<file path="config.mk">
export PLATFORM = sky130hd
export DESIGN_NAME = psum_adder
export DESIGN_NICKNAME = d
export VERILOG_FILES = /design/src/rtl/psum_pkg.sv /design/src/rtl/psum_add_unit.sv /design/src/rtl/psum_adder.sv
export SDC_FILE = /design/constraint.sdc
export NUM_CORES = 1
export LEC_CHECK = 0
export ABC_CLOCK_PERIOD_IN_PS = 1790
export CAP_MARGIN = 20
export CELL_PAD_IN_SITES_DETAIL_PLACEMENT = 1
export CELL_PAD_IN_SITES_GLOBAL_PLACEMENT = 1
export CORE_UTILIZATION = 34
export CTS_CLUSTER_DIAMETER = 100
export DETAILED_ROUTE_END_ITERATION = 8
export PLACE_DENSITY = 0.84
export SLEW_MARGIN = 5
export SYNTH_ARGS = -nofsm -noshare
export SYNTH_HDL_FRONTEND = slang
export SYNTH_SLANG_ARGS = --single-unit
</file>
<file path="constraint.sdc">
create_clock -name clk -period 1.79 [get_ports clk]
set_input_delay 0.537 -clock clk [delete_from_list [all_inputs] [get_ports clk]]
set_output_delay 0.537 -clock clk [all_outputs]
set_load 0.03 [all_outputs]
</file>
<file path="src/rtl/psum_pkg.sv">
// Shared types and constants for the psum_adder partial-sum producer.
package psum_pkg;

  localparam int CNT_W          = 4;
  localparam int PSUM_WIDTH_DEF = 8;
  localparam int PSUM_N_ACC_DEF = 2;

  typedef enum logic [2:0] {
    S_IDLE,
    S_RECV_SUM,
    S_RECV_OP,
    S_SEND_NEXT,
    S_SEND_OUT
  } psum_state_t;

endpackage

</file>
<file path="src/rtl/psum_add_unit.sv">
// Unsigned WIDTH-bit adder: wraps modulo 2^WIDTH, or saturates and flags
// overflow when PSUM_SAT_EN is defined.
module psum_add_unit #(
  parameter int WIDTH = 8
) (
  input  logic [WIDTH-1:0] a_i,
  input  logic [WIDTH-1:0] b_i,
`ifdef PSUM_SAT_EN
  output logic             ovf_o,
`endif
  output logic [WIDTH-1:0] sum_o
);

`ifdef PSUM_SAT_EN
  logic [WIDTH:0] full;

  assign full  = {1'b0, a_i} + {1'b0, b_i};
  assign ovf_o = full[WIDTH];
  assign sum_o = full[WIDTH] ? {WIDTH{1'b1}} : full[WIDTH-1:0];
`else
  assign sum_o = a_i + b_i;
`endif

endmodule

</file>
<file path="src/rtl/psum_adder.sv">
// Partial-sum producer: adds one operand per accumulation round, returns the
// result to the accumulator, and forwards the group total after N_ACC rounds.
// Optional saturating arithmetic under the PSUM_SAT_EN macro.
module psum_adder
  import psum_pkg::*;
#(
  parameter int WIDTH = PSUM_WIDTH_DEF,
  parameter int N_ACC = PSUM_N_ACC_DEF
) (
  input  logic             clk,
  input  logic             reset,
  input  logic             sum_valid,
  output logic             sum_ready,
  input  logic [WIDTH-1:0] sum_data,
  input  logic             op_valid,
  output logic             op_ready,
  input  logic [WIDTH-1:0] op_data,
  output logic             next_valid,
  input  logic             next_ready,
  output logic [WIDTH-1:0] next_data,
  output logic             out_valid,
  input  logic             out_ready,
  output logic [WIDTH-1:0] out_data,
  output logic             grp_err
);

  localparam logic [CNT_W-1:0] N_ACC_C = CNT_W'(N_ACC);

  psum_state_t      state_q;
  logic [CNT_W-1:0] acc_cnt_q;
  logic [CNT_W-1:0] acc_cnt_d;
  logic [WIDTH-1:0] psum_q;
  logic [WIDTH-1:0] next_data_q;
  logic [WIDTH-1:0] out_data_q;
  logic             grp_err_q;
  logic [WIDTH-1:0] add_sum;

  // Handshake strobes: every channel uses valid/ready, a transfer happens on
  // the rising clk edge where both are high; each state owns one channel only.
  assign sum_ready  = (state_q == S_RECV_SUM);
  assign op_ready   = (state_q == S_RECV_OP);
  assign next_valid = (state_q == S_SEND_NEXT);
  assign out_valid  = (state_q == S_SEND_OUT);
  assign next_data  = next_data_q;
  assign out_data   = out_data_q;

  assign acc_cnt_d = (acc_cnt_q == N_ACC_C) ? '0 : acc_cnt_q + CNT_W'(1);

`ifdef PSUM_SAT_EN
  logic add_ovf;
  logic sat_q;

  psum_add_unit #(.WIDTH(WIDTH)) u_add (
    .a_i   (psum_q),
    .b_i   (op_data),
    .ovf_o (add_ovf),
    .sum_o (add_sum)
  );

  always_ff @(posedge clk or posedge reset) begin
    if (reset) begin
      sat_q <= 1'b0;
    end else if (state_q == S_RECV_OP && op_valid && add_ovf) begin
      sat_q <= 1'b1;
    end
  end

  assign grp_err = grp_err_q | sat_q;
`else
  psum_add_unit #(.WIDTH(WIDTH)) u_add (
    .a_i   (psum_q),
    .b_i   (op_data),
    .sum_o (add_sum)
  );

  assign grp_err = grp_err_q;
`endif

  always_ff @(posedge clk or posedge reset) begin
    if (reset) begin
      state_q     <= S_IDLE;
      acc_cnt_q   <= '0;
      psum_q      <= '0;
      next_data_q <= '0;
      out_data_q  <= '0;
      grp_err_q   <= 1'b0;
    end else begin
      case (state_q)
        S_IDLE: state_q <= S_RECV_SUM;
        S_RECV_SUM: begin
          if (sum_valid) begin
            psum_q <= sum_data;
            if (acc_cnt_q == N_ACC_C) begin
              out_data_q <= sum_data;
              state_q    <= S_SEND_OUT;
            end else begin
              state_q <= S_RECV_OP;
            end
            // A group must open with the accumulator's zero reset sum.
            if (acc_cnt_q == '0 && sum_data != '0) grp_err_q <= 1'b1;
          end
        end
        S_RECV_OP: begin
          if (op_valid) begin
            next_data_q <= add_sum;
            state_q     <= S_SEND_NEXT;
          end
        end
        S_SEND_NEXT: begin
          if (next_ready) begin
            acc_cnt_q <= acc_cnt_d;
            state_q   <= S_RECV_SUM;
          end
        end
        S_SEND_OUT: begin
          if (out_ready) begin
            acc_cnt_q <= '0;
            state_q   <= S_RECV_SUM;
          end
        end
        default: state_q <= S_IDLE;
      endcase
    end
  end

endmodule

</file>
==> flow_summary.yaml <==
drt:
  ant_nets: 0
  firstDrtPassIters: 4
  drc: 0
  wire_per_inst_um: 15.99
  via_per_inst: 4.984
  first_iter_violations: 36
  vias: 1525
  routed_wl_um: 4892
setup_path:
  slowest_delay_ns: 0.42
  crit_path_max_fanout: 3
  start_kind: "input port"
  crit_chain: "dlygate4sd2_1 > ha_4 > nor2b_1 > o31a_1 > or4_1 > nand3_1"
  cp.required_ns: 2.01
  critical_path_class: "input port to flop"
  end_kind: "flop"
  cp.arrival_ns: 1.97
  crit_slowest_cell: "or4_1"
synth:
  yosys.area.top_type: "dfrtp_1"
  netlist_area_um2: 1750
  synth_edf_count: 0
  yosys.area.top_type_share_pct: 45.75
  yosysWarnings: 0
  synth_seq_cells: 32
  syn_inst: 160
  synth_area_per_cell_um2: 10.94
  ys_seq_area_share_pct: 45.75
  async_reset_ff_share_pct: 100.0
  ys.flop_type: "dfrtp_1"
  synth_area_leaders: "dfrtp_1 46%, mux2_2 10%, ha_1 7.1%"
  synth_nets: 193
  yosysUniqueCellTypes: 39
cts:
  clkTransAtPathRegs_ns: 0.07
  cts_root_buf: "clkbuf_8"
  clk_path_buf_depth: 2
  clk_latency_ns: 0.29
  cts_made_buffers: 5
  cts_num_sinks: 32
  ctsHoldBuffers: 0
  cts_tree: "built"
  h-tree-depth: 2
placement:
  io_buffer_count: 42
  dp_cells: 296
  hpwl_um: 3502
  place_area_um2: 2507
  gp_congestion: 0.8022
floorplan:
  die_w_um: 73.75
  die_height_um: 73.75
  initial_core_util_pct: 36.10
  dieArea_um2: 5439
  core_um2: 4848
  io_pins: 43
  row_count: 25
global_routing:
  grt_overflow_total: 0
  grt_pass1_vias: 1639
  grt_pass1_wl_um: 8142
  grt_max_degree: 33
  grt_usage_pct: 20.12
  antenna_found_initial: 0
run_status:
  run_status: "complete, no violations"
timing:
  finalSetupViolations: 0
  rsz0062_at_grt: "yes"
  hold_viol: 0
  fmax_mhz: 571.7
  slew_viol_final: 0
  relSlewSlack_pct: 77.10
  post-route-period-util_pct: 97.72
  finalCriticalPeriod_ns: 1.749
  skew_ns: 0.008761
  worst_slew_pin_slew_ns: 0.3449
worst_hold_path:
  hp-class: "flop to flop"
layout:
  drive_above_1_share_pct: 34.73
  final_util_pct: 55.10
  area_growth_pct: 52.61
  fin_cells: 306
  finalNetCount: 272
  design_area_um2: 2671
  diodes: 0
power_and_ir_drop:
  peakVddDrop_v: 0.0007629
  p_leak_uw: 0.001222
  cellPowerDensity_nw_per_um2: 1616
run:
  cap_viol_max_count: 0
cell type report:
class | count | area, um2
timing repair buffer | 75 | 656.9
inverter | 9 | 33.78
clock inverter | 1 | 5.005
fill | 539 | 2177
sequential | 32 | 804.5
multi-input combinational | 116 | 1015
clock buffer | 6 | 72.57
tap | 67 | 83.83
registers in the layout, summed over array words and instances, names as in the netlist:
name and flops:
acc_cnt_q 4, grp_err 1, next_data 8, out_data 8
psum_q 8, state_q 3
final timing paths:
check	start	endpoint	slack (ns)	cells past startpoint
max	op_data[2]	next_data[6]	0.04	6
min	next_data[1]	next_data[1]	0.48	2
max reg2reg	psum_q[0]	next_data[6]	0.05	7
min reg2reg	next_data[1]	next_data[1]	0.48	2
max in group asynchronous	reset	state_q[0]	1.00	3
min in group asynchronous	reset	next_data[0]	0.59	3
cells by family after synthesis:
group	after synthesis	share of synthesized area (%)
adder cells (fa/ha/maj)	11	8.292
flip-flops	32	45.75
multiplexers	17	10.86
buffers and inverters	12	2.787
AND/OR/NAND/NOR	51	17.65
XOR/XNOR	2	1.001
AO/OA/AOI/OAI	35	13.65
layout by cell type, fill, tap and decap left out, types with 4 or more instances in the layout:
master,instances
nor2_1,6
clkdlybuf4s50_1,14
clkbuf_8,5
dfrtp_1,29
nand2_1,15
buf_4,34
nor3b_1,6
mux2_2,16
ha_4,6
ha_1,4
inv_1,7
o21ai_0,13
dlygate4sd2_1,22
cells in the mapped netlist, drive strengths merged (4+ instances only):
cell type / count
dfrtp: 32
ha: 10
inv: 9
mux2: 16
nand2: 16
nand2b: 4
nor2: 6
nor2b: 4
nor3b: 8
o21ai: 14
metrics by stage:
step / hold WS, ns / setup WS, ns / TNS (ns) / power, uW
final: 0.4766 / 0.04073 / 0 / 4316
after global routing: 0.5001 / -0.03712 / -0.1019 / 4618
after CTS: 0.4844 / 0.006028 / 0 / 4222
after detailed placement: 0.4736 / -0.5340 / -7.437 / 3686
after global placement: 0.4597 / -0.5238 / -6.874 / 3586
after floorplan: 0.4715 / -0.005636 / -0.005636 / 2666
what timing repair did:
item | CTS | global route
pin swaps | 3 | 0
buffers inserted | 0 | 3
setup endpoints to repair | 26 | 22
gates resized for setup | 34 | 11
worst max-delay path, delay by kind of cell:
family,cells,cell delay (ns)
AND/OR/NAND/NOR,3,0.66
buffers and inverters,1,0.26
adder cells (fa/ha/maj),1,0.25
AO/OA/AOI/OAI,1,0.27
metal layers:
metal	global-route usage (%)	wire length, um	part of all wire, %	vias up
met5	0	0	0	-
met4	5.128	45	0.92	0
met3	4.527	151	3.1	6
met2	35.68	2534	52	27
met1	24.49	2160	44	759
li1	-	-	-	733
where the power goes:
part           total [uW]  switching [uW]  internal (uW)
clock                 543             278            264
sequential           1340             290           1050
combinational        2430            1240           1190
total                4320            1810           2510
(Power assumes the default switching activity.)
